`src/rtl/rtl_shift_out_595_pkg.sv`:
```
// rtl/rtl_shift_out_595_pkg.sv - shared FSM states, bit-count limit and bit-order helpers
// for the 74HC595 serialiser.
package rtl_shift_out_595_pkg;

  typedef enum logic [2:0] {
    ST_IDLE,
    ST_SCK_LO,
    ST_SCK_HI,
    ST_LATCH,
    ST_FINISH
  } state_e;

  localparam logic [2:0] BIT_CNT_MSB = 3'd7;

  function automatic logic pick_bit(input logic [7:0] sr, input logic msb_first);
    return msb_first ? sr[7] : sr[0];
  endfunction

  function automatic logic [7:0] advance(input logic [7:0] sr, input logic msb_first);
    return msb_first ? {sr[6:0], 1'b0} : {1'b0, sr[7:1]};
  endfunction

endpackage

```
`src/rtl/rtl_tick_div.sv`:
```
// rtl/rtl_tick_div.sv - CLK_DIV cycle divider; tick_o pulses on the last cycle of each period,
// and restart_i forces the count back to zero so every FSM state gets a full period.
module rtl_tick_div #(
  parameter int CLK_DIV = 2
) (
  input  logic CLK,
  input  logic RST,
  input  logic restart_i,
  input  logic en_i,
  output logic tick_o
);

  localparam int W = $clog2(CLK_DIV + 1);
  localparam logic [W-1:0] LAST = W'(CLK_DIV - 1);

  logic [W-1:0] cnt_q, cnt_d;

  assign tick_o = en_i && (cnt_q == LAST);

  always_comb begin
    cnt_d = cnt_q;
    if (restart_i || !en_i || tick_o) begin
      cnt_d = '0;
    end else begin
      cnt_d = cnt_q + 1'b1;
    end
  end

  always_ff @(posedge CLK or posedge RST) begin
    if (RST) begin
      cnt_q <= '0;
    end else begin
      cnt_q <= cnt_d;
    end
  end

endmodule

```
`src/rtl/rtl_shift_out_595.sv`:
```
// rtl/rtl_shift_out_595.sv - serialises a byte onto a 74HC595 chain (SCK/SDO/RCK) with a
// one-deep pending buffer; every output is registered from next-state values.
module rtl_shift_out_595
  import rtl_shift_out_595_pkg::*;
#(
  parameter int CLK_DIV   = 2,
  parameter bit MSB_FIRST = 1'b1
) (
  input  logic       CLK,
  input  logic       RST,
  input  logic [7:0] D,
  input  logic       LOAD,
  output logic       SCK,
  output logic       SDO,
  output logic       RCK,
  output logic       BUSY,
  output logic       DONE,
  output logic       OVR
);

  state_e     state_q, state_d;
  logic [7:0] sr_q, sr_d;
  logic [2:0] cnt_q, cnt_d;
  logic [7:0] pend_q, pend_d;
  logic       pend_v_q, pend_v_d;
  logic       ovr_q, ovr_d;
  logic       sck_q, sdo_q, rck_q, busy_q, done_q;
  logic       sck_d, sdo_d, rck_d, busy_d, done_d;
  logic       tick;
  logic       take_pend;
  logic       queue_load;

  rtl_tick_div #(.CLK_DIV(CLK_DIV)) u_tick_div (
    .CLK       (CLK),
    .RST       (RST),
    .restart_i (state_d != state_q),
    .en_i      (state_q != ST_IDLE),
    .tick_o    (tick)
  );

  // A byte left pending when FINISH fell back to IDLE is started from IDLE as well.
  assign queue_load = LOAD && ((state_q != ST_IDLE) || pend_v_q);

  always_comb begin
    state_d   = state_q;
    sr_d      = sr_q;
    cnt_d     = cnt_q;
    pend_d    = pend_q;
    pend_v_d  = pend_v_q;
    ovr_d     = ovr_q;
    take_pend = 1'b0;

    case (state_q)
      ST_IDLE: begin
        if (pend_v_q) begin
          sr_d      = pend_q;
          cnt_d     = '0;
          take_pend = 1'b1;
          state_d   = ST_SCK_LO;
        end else if (LOAD) begin
          sr_d    = D;
          cnt_d   = '0;
          state_d = ST_SCK_LO;
        end
      end
      ST_SCK_LO: begin
        if (tick) state_d = ST_SCK_HI;
      end
      ST_SCK_HI: begin
        if (tick) begin
          if (cnt_q == BIT_CNT_MSB) begin
            state_d = ST_LATCH;
          end else begin
            sr_d    = advance(sr_q, MSB_FIRST);
            cnt_d   = cnt_q + 3'd1;
            state_d = ST_SCK_LO;
          end
        end
      end
      ST_LATCH: begin
        if (tick) state_d = ST_FINISH;
      end
      ST_FINISH: begin
        if (pend_v_q) begin
          sr_d      = pend_q;
          cnt_d     = '0;
          take_pend = 1'b1;
          state_d   = ST_SCK_LO;
        end else begin
          state_d = ST_IDLE;
        end
      end
      default: state_d = ST_IDLE;
    endcase

    if (take_pend) pend_v_d = 1'b0;
    if (queue_load) begin
      pend_d   = D;
      pend_v_d = 1'b1;
      if (pend_v_q && !take_pend) ovr_d = 1'b1;
    end

    sck_d  = (state_d == ST_SCK_HI);
    sdo_d  = ((state_d == ST_SCK_LO) || (state_d == ST_SCK_HI)) ? pick_bit(sr_d, MSB_FIRST) : 1'b0;
    rck_d  = (state_d == ST_LATCH);
    done_d = (state_d == ST_FINISH);
    busy_d = (state_d != ST_IDLE) || pend_v_d;
  end

  always_ff @(posedge CLK or posedge RST) begin
    if (RST) begin
      state_q  <= ST_IDLE;
      sr_q     <= '0;
      cnt_q    <= '0;
      pend_q   <= '0;
      pend_v_q <= 1'b0;
      ovr_q    <= 1'b0;
      sck_q    <= 1'b0;
      sdo_q    <= 1'b0;
      rck_q    <= 1'b0;
      busy_q   <= 1'b0;
      done_q   <= 1'b0;
    end else begin
      state_q  <= state_d;
      sr_q     <= sr_d;
      cnt_q    <= cnt_d;
      pend_q   <= pend_d;
      pend_v_q <= pend_v_d;
      ovr_q    <= ovr_d;
      sck_q    <= sck_d;
      sdo_q    <= sdo_d;
      rck_q    <= rck_d;
      busy_q   <= busy_d;
      done_q   <= done_d;
    end
  end

  assign SCK  = sck_q;
  assign SDO  = sdo_q;
  assign RCK  = rck_q;
  assign BUSY = busy_q;
  assign DONE = done_q;
  assign OVR  = ovr_q;

endmodule

```
`config.mk`:
```
export PLATFORM = sky130hd
export DESIGN_NAME = rtl_shift_out_595
export DESIGN_NICKNAME = d
export VERILOG_FILES = /design/src/rtl/rtl_shift_out_595_pkg.sv /design/src/rtl/rtl_tick_div.sv /design/src/rtl/rtl_shift_out_595.sv
export SDC_FILE = /design/constraint.sdc
export NUM_CORES = 1
export LEC_CHECK = 0
export CORE_MARGIN = 1
export CORE_UTILIZATION = 40
export CTS_CLUSTER_SIZE = 14
export DETAILED_ROUTE_END_ITERATION = 8
export PLACE_DENSITY = 0.61
export SLEW_MARGIN = 25
export SYNTH_ARGS = -nofsm -noshare
export SYNTH_HDL_FRONTEND = slang
export SYNTH_HIERARCHICAL = 1
export SYNTH_SLANG_ARGS = --single-unit
```
`constraint.sdc`:
```
create_clock -name CLK -period 6.5 [get_ports CLK]
set_input_delay 0.975 -clock CLK [delete_from_list [all_inputs] [get_ports CLK]]
set_output_delay 0.975 -clock CLK [all_outputs]
set_load 0.005 [all_outputs]
```
# Word-level counts from Yosys, hierarchy flattened
# Index checks and enable logic that the tools add are counted.
# Widths: inputs -> output; s select.
# classes
n_addsub	2
n_eq_ne	15
mux	26
reduce_logical	17
# op_table
op	count
$mux 8	5
$mux 3	10
$pmux 8 s3	1
$pmux 3 s5	1
$eq 3x2->1 const B	4
$eq 3x3->1 const B	3
$pmux 3 s3	1
$reduce_bool 3->1	3
$eq 3x1->1 const B	2
$mux 1	6
$logic_or 1x1->1	5
$reduce_and 5->1	1
$mux 2	2
$ne 2x2->1 const B	2
$add 3x1->3 const B	1
$logic_and 1x1->1	3
$logic_not 3->1	1
$ne 3x3->1	1
$ne 3x3->1 const B	1
$add 2x1->2 const B	1
$eq 2x1->1 const B	1
$logic_not 1->1	2
$ne 2x1->1 const B	1
$reduce_and 2->1	1
$reduce_or 2->1	1
# totals
reg_bits	31
in_bits	11
out_inout_bits	6
elab_cells	73

# Longest topological paths before layout
# Gate-level depths: netlist of run 1.
# depth
ltp_word	8
ltp_mapped	9
ltp_nobuf	7

# Cells and area by module
# Netlist of run 1, hierarchy kept.
# by_module_without_submodules
mod	n_inst	cells_per_inst	area_per_inst_um2	seq_area_each_um2
rtl_shift_out_595	1	120	1373.8	725.7
rtl_tick_div	1	8	93.8	50.0

# Worst setup path after synthesis of run 1
# Ideal clock, no wire load.
# synth_path
kind	register -> register
start	reg state_q[0]
end	reg sr_q[1]
setup_ns	0.126
arrival_time_ns	2.147
slack_ns	4.227
path_stages_with_launch	10
synth_period_minus_slack_ns	2.273
cell_sequence	dfrtp_1 > clkbuf_1 > or3_1 > and2_1 > clkbuf_1 > nand2b_1 > or2_1 > a21o_1 > clkbuf_1 > a221o_1
# synth_via
elab_chain_cells	4
elab_cells_between_ends	12
# synth_lines
element	line	rtl
from (decl)	rtl_shift_out_595.sv:21	state_e state_q, state_d;
from (signal assigned)	rtl_shift_out_595.sv:124	state_q <= state_d;
$reduce_bool 3->1	rtl_shift_out_595.sv:37	.en_i (state_q != ST_IDLE),
$logic_and 1x1->1	rtl_tick_div.sv:18	assign tick_o = en_i && (cnt_q == LAST);
via tick	rtl_shift_out_595.sv:29	logic tick;
$ne 2x1->1 (no source line)	-	
$reduce_and 5->1 (no source line)	-	
to (signal assigned)	rtl_shift_out_595.sv:125	sr_q <= sr_d;
to (decl)	rtl_shift_out_595.sv:22	logic [7:0] sr_q, sr_d;
# The timed path passes the listed nets, and every way through them passes these cells.
# A chain may end at the register's enable or synchronous reset.

# Final worst setup path of run 1
# layout_path
start	in LOAD
end	reg busy_q (netlist: BUSY)
# layout_via
elab_chain_cells	5
elab_cells_between_ends	7
# layout_lines
element	line	rtl
from (decl)	rtl_shift_out_595.sv:12	input logic LOAD,
$mux 3	rtl_shift_out_595.sv:60	end else if (LOAD) begin
$mux 3	rtl_shift_out_595.sv:55	if (pend_v_q) begin
$pmux 3 s5	rtl_shift_out_595.sv:53	case (state_q)
via state_d[0]	rtl_shift_out_595.sv:21	
$reduce_bool 3->1	rtl_shift_out_595.sv:107	busy_d = (state_d != ST_IDLE) || pend_v_d;
$logic_or 1x1->1	rtl_shift_out_595.sv:107	
via busy_d	rtl_shift_out_595.sv:28	logic sck_d, sdo_d, rck_d, busy_d, done_d;
to (signal assigned)	rtl_shift_out_595.sv:133	busy_q <= busy_d;
to (decl)	rtl_shift_out_595.sv:27	logic sck_q, sdo_q, rck_q, busy_q, done_q;
# The timed path passes the listed nets, and every way through them passes these cells.

==> out/results.tsv, run 1 <==
stage	metric	value	unit
cts	Max Root-Sink Buffers	2	
power	Peak VDD IR	0.145	mV
cts	Clock Pin Slew Worst Setup and Hold Paths	0.09	ns
routing	First-pass DRT Iterations	4	
critical_path	CP arrival	2.90	ns
power	Comb pwr share	7.2	%
critical_path	crit-path max FO	6	
routing	DRC	0	
cts	setup repair bufs after CTS	0	
die	die footprint	3920	um^2
grt	initial antenna violation count	0	
cts	CTS tree	done	
routing	DR vias	1018	
critical_path	Worst EP required	6.71	ns
power	sequential power share	52.5	%
cts	hold_buf cts	0	
grt	first-pass GRT wire length	4860	um
routing	DR vias/cell	5.33	
timing	worst-case clock skew	0.00979	ns
cells_and_area	FF+latch area	776	um^2
die	Initial Util	43.0	%
placed_design	Final GP Congestion	0.770	
timing	fmax	0.372	GHz
cts	H-tree depth	2	
power	Clk pwr share	40.3	%
grt	global route overflow	0	
timing	worst hold slack	0.473	ns
grt	largest net degree at the start of global routing	30	
power	total power	0.392	mW
cts	post-CTS resize count	0	
grt	vias in the first global route	1071	
cells_and_area	Syn-to-layout area delta	17.6	%
synth	Main synth FF type	dfrtp_1	
die	I/O pins	17	
critical_path	Setup CP Type	primary input to flop	
critical_path	crit path cell chain	clkdlybuf4s50_1 -> nor2b_1 -> o21ai_1 -> o311ai_1 -> or4_1	
power	sw frac	21.2	%
cts	clk sink count	31	
cells_and_area	area of the multi-input gates	624	um^2
cts	Skew-Pair Late Insertion Delay	0.34	ns
synth	register bit total from synthesis	31	
timing	Final min period	2.69	ns
placed_design	Placed Instances	183	
routing	WL per Instance	14.2	um
placed_design	IO buf count	16	
power	cell internal pwr	0.309	mW
routing	DRT antenna net count	0	
timing	slew margin rel.	60.4	%
timing	period utilization	41.4	%
routing	starting DRC count in detailed routing	31	
timing	Worst-Margin Slew	0.594	ns
cells_and_area	Filler cells	352	
synth	register area share after synthesis	52.9	%
synth	yosys warns	6	
cts	CTS Root Cell	clkbuf_4	
synth	largest area contributor in the netlist	dfrtp_1	
run_status	outcome	finished, final reports clean	
placed_design	Final HPWL DP	1890	um
flow_run	Max-Cap Viols	0	
synth	Synth Instances	128	
grt	overall routing resource usage	16.3	%
cells_and_area	share of layout cells above drive strength 1	15.9	%
synth	area fraction of the dominant cell type after synthesis	52.9	%
cells_and_area	Nets	158	
cells_and_area	Post-Layout Cell Count	191	
synth	Async S/R FF share, synth	100	%
critical_path	CP max stage delay	0.53	ns
die	die width	62.6	um
synth	syn nets	142	
die	core area	3420	um^2
timing	Final Max Tran Viols	0	
power	Psw	0.0831	mW
cells_and_area	Util after Layout	50.5	%
synth	Post-synth EDFFs	0	
synth	Synth cell types	35	
critical_path	crit path capture type	flop	
cts	Inserted Clock Buffers	5	
timing	final hold violations	0	
cells_and_area	diodes inserted	0	
min_path	Hold Path Class	flop to flop	
critical_path	Setup crit start kind	primary input	
routing	WL final	2720	um
synth	top cells by area, synth	dfrtp_1, mux2_2, a221o_1	
timing	RSZ-0062 raised after global routing	false	
power	power density cells	227	nW/um^2
critical_path	CP max-delay cell	or4_1	
die	Die Y	62.6	um
timing	final setup vio count	0	
synth	synthesized area	1470	um^2
power	Pleak	0.785	nW
timing	setup tns final	0	ns
synth	syn_area_per_cell	11.5	um^2
die	Rows	21	
## kinds of logic after synthesis
family	Yosys count	share of synthesized area, %
buf+inv	13	4.60
flops	31	52.9
fa+ha+maj	3	2.56
mux	15	11.1
simple gates	38	14.0
compound gates	28	14.9
## through the flow
step / cell area, um^2 / worst slack [ns]
after CTS: 1730 / 3.82
after detailed placement: 1640 / 3.46
after global placement: 1640 / 3.54
after floorplan: 1470 / 4.23
after global routing: 1730 / 3.70
final: 1730 / 3.81
## worst paths after layout
kind / startpoint / endpoint / slack (ns) / depth (start not counted)
setup / recovery: LOAD / BUSY$_DFF_PP0_ / 3.81 / 5
hold / removal: OVR$_DFFE_PP0P_ / OVR$_DFFE_PP0P_ / 0.47 / 1
setup reg to reg: state_q[0]$_DFF_PP0_ / sr_q[4]$_DFFE_PP0P_ / 4.25 / 6
hold reg to reg: OVR$_DFFE_PP0P_ / OVR$_DFFE_PP0P_ / 0.47 / 1
max in group asynchronous: RST / sr_q[4]$_DFFE_PP0P_ / 5.07 / 2
min in group asynchronous: RST / u_tick_div/cnt_q[0]$_DFF_PP0_ / 0.83 / 2
## per-layer routing
metal	vias up	GRT usage, %	wire length [um]
met1	496	19.3	1260
met4	0	8.43	59
li1	492	-	-
met5	-	0	0
met3	7	4.93	100
met2	23	26.6	1300
## area by class of cell
type	count	area share, %
Clock buffer	6	2.97
Clock inverter	2	2.03
Inverter	6	1.30
Multi-Input combinational cell	84	36.2
Sequential cell	31	44.9
Tap cell	46	3.33
Timing Repair Buffer	16	9.28
## cell usage in the layout, fill, tap and decap left out, types with 5 or more instances in the layout
master / instances
clkdlybuf4s50_1: 16
clkbuf_4: 5
inv_1: 5
nand2_1: 9
a221o_1: 6
nor2_1: 10
a21oi_1: 7
mux2i_1: 5
dfrtp_1: 31
mux2_2: 10
## sequential cells by signal (all words and copies together), names as in the netlist, 2 cells and up
name / flops
u_tick_div/cnt_q: 2
cnt_q: 3
state_q: 3
sr_q: 8
pend_q: 8
## critical path, delay by kind of cell
family | cells | cell delay, ns
compound gates | 2 | 0.67
buf+inv | 1 | 0.49
simple gates | 2 | 0.76
## cells in the mapped netlist (3+ instances only)
master    instances
dfrtp_1          31
mux2_2           10
nor2_1           10
nand2_1           9
a21oi_1           7
a221o_1           6
inv_1             6
mux2i_1           5
clkbuf_1          4
a22o_1            3
ha_1              3
## power groups by stage
stage	Clock [mW]	Sequential, mW	Combinational, mW
6_report	0.158	0.206	0.0280
5_1_grt	0.174	0.207	0.0314
4_1_cts	0.164	0.206	0.0288
3_5_place_dp	0	0.209	0.0288
3_3_place_gp	0	0.209	0.0284
2_1_floorplan	0	0.208	0.0170
No activity file was read; power rests on OpenSTA's default activity.
==> run 2, diff against run 1 <==
- PLACE_DENSITY: 0.61 -> 0.64
- clock period: 6.5 -> 2.44 ns (I/O delays scaled with it)
==> out/results.tsv, run 2 (synthesized netlist as in run 1, its figures left out) <==
stage	metric	value	unit	change
cells_and_area	Filler cells	310		-12%
routing	DR vias	1044		+2.6%
cts	clk sink count	31		unchanged
cells_and_area	largest registers	pend_q x8, sr_q x8		
die	Die Y	62.6	um	unchanged
timing	slew margin rel.	63.0	%	+2.7 points
critical_path	reg2reg setup slack	0.28	ns	-3.97 ns
placed_design	Final HPWL DP	1920	um	+1.5%
timing	final setup vio count	0		unchanged
grt	vias in the first global route	1001		-6.5%
timing	Final Max Tran Viols	0		unchanged
timing	Final min period	2.16	ns	
power	power density cells	537	nW/um^2	+140%
critical_path	CP endpoint	sr_q[1]$_DFFE_PP0P_		
grt	initial antenna violation count	0		unchanged
critical_path	Worst EP required	2.65	ns	-4.06 ns
cells_and_area	commonest non-fill, non-tap cells in the layout	dfrtp_1, clkdlybuf4s50_1, nor2_1, mux2_2, nand2_1		
die	die footprint	3920	um^2	unchanged
power	Peak VDD IR	0.265	mV	+83%
die	die width	62.6	um	unchanged
routing	WL per Instance	13.9	um	-2.6%
critical_path	Critical Path Source	state_q[1]$_DFF_PP0_		
grt	overall routing resource usage	15.0	%	-1.3 points
cts	Clock Pin Slew Worst Setup and Hold Paths	0.10	ns	about the same
run_status	outcome	finished, final reports clean		
cts	H-tree depth	2		unchanged
routing	starting DRC count in detailed routing	46		+48%
timing	Worst-Margin Slew	0.555	ns	-0.0391 ns
timing	worst-case clock skew	0.0138	ns	+0.00404 ns
power	Pleak	0.792	nW	+0.87%
flow_run	Max-Cap Viols	0		unchanged
die	Initial Util	43.0	%	unchanged
critical_path	R2R cell count	6		unchanged
critical_path	r2r endpoint	sr_q[1]$_DFFE_PP0P_		
cells_and_area	diodes inserted	0		unchanged
cts	Max Root-Sink Buffers	2		unchanged
timing	fmax	0.463	GHz	
cts	setup repair bufs after CTS	0		unchanged
cts	Inserted Clock Buffers	5		unchanged
timing	RSZ-0062 raised after global routing	false		
timing	setup tns final	0	ns	unchanged
timing	final hold violations	0		unchanged
power	total power	0.928	mW	+140%
routing	DR vias/cell	5.38		+0.97%
routing	First-pass DRT Iterations	4		unchanged
cells_and_area	Syn-to-layout area delta	17.6	%	unchanged
grt	global route overflow	0		unchanged
grt	largest net degree at the start of global routing	30		unchanged
cells_and_area	commonest non-fill, non-tap cell in the layout	dfrtp_1		
timing	period utilization	88.5	%	
cts	CTS tree	done		
cts	Skew-Pair Late Insertion Delay	0.33	ns	about the same
cts	post-CTS resize count	0		unchanged
die	core area	3420	um^2	unchanged
die	I/O pins	17		unchanged
critical_path	worst r2r src	state_q[1]$_DFF_PP0_		
routing	DRT antenna net count	0		unchanged
critical_path	CP arrival	2.36	ns	-0.54 ns
critical_path	crit-path max FO	10		+4
critical_path	crit path capture type	flop		
routing	WL final	2690	um	-1.0%
routing	DRC	0		unchanged
cells_and_area	Nets	162		+2.5%
die	Rows	21		unchanged
placed_design	IO buf count	16		unchanged
placed_design	Final GP Congestion	0.724		-6.0%
grt	first-pass GRT wire length	4550	um	-6.5%
cts	CTS Root Cell	clkbuf_4		
cells_and_area	share of layout cells above drive strength 1	16.9	%	+1.0 points
cts	hold_buf cts	0		unchanged
critical_path	Setup crit start kind	flop		
critical_path	Setup CP Type	flop to flop		
min_path	Hold Path Class	primary input to async pin		
[run 2: how the worst min path moves through the flow]
stage / startpoint / to / cells after the start
2_1_floorplan: RST / u_tick_div/cnt_q[0]$_DFF_PP0_ / 1
3_3_place_gp: u_tick_div/cnt_q[0]$_DFF_PP0_ / u_tick_div/cnt_q[0]$_DFF_PP0_ / 1
3_5_place_dp: u_tick_div/cnt_q[0]$_DFF_PP0_ / u_tick_div/cnt_q[0]$_DFF_PP0_ / 1
4_1_cts: RST / u_tick_div/cnt_q[0]$_DFF_PP0_ / 2
5_1_grt: RST / u_tick_div/cnt_q[0]$_DFF_PP0_ / 2
6_report: RST / u_tick_div/cnt_q[0]$_DFF_PP0_ / 2
[run 2: critical path, stage by stage, from the launching register on]
cell and delay, ns:
dfrtp_1 0.51, or3_1 0.18, and2_1 0.30, nand2b_1 0.17
or2_1 0.26, a21o_1 0.28, a221o_1 0.33
[run 2: per-layer routing]
metal	vias to the layer above	GRT usage, %	part of all wire [%]
li1	500	-	-
met1	510	19.3	45
met2	28	22.8	48
met3	6	5.29	4.8
met4	0	6.10	1.5
met5	-	0	0
[run 2: layout make-up]
| class | count | area, um^2 | share of cell area [%] |
|---|---|---|---|
| Clock buffer | 6 | 51.3 | 2.97 |
| Timing Repair Buffer | 20 | 190 | 11.0 |
| Sequential cell | 31 | 776 | 44.9 |
| Clock inverter | 1 | 5.00 | 0.290 |
| Inverter | 6 | 22.5 | 1.30 |
| Multi-Input combinational cell | 84 | 624 | 36.2 |
| Tap cell | 46 | 57.6 | 3.33 |
[run 2: power by group]
group	switching, mW	total [mW]	internal [mW]
clock	0.170	0.303	0.133
sequential	0.0116	0.548	0.536
combinational	0.0318	0.0765	0.0447
total	0.213	0.928	0.714
[run 2: metrics by stage]
stage | utilization (%) | cells | hold slack [ns] | setup WS, ns | instance area (um^2)
2_1_floorplan | - | 128 | 0.107 | 0.167 | 1470
3_5_place_dp | 48.9 | 187 | 0.446 | 0.245 | 1670
4_1_cts | 50.5 | 194 | 0.203 | 0.295 | 1730
3_3_place_gp | 48.9 | 187 | 0.430 | 0.303 | 1670
6_report | 50.5 | 194 | 0.204 | 0.282 | 1730
5_1_grt | 50.5 | 194 | 0.195 | 0.157 | 1730
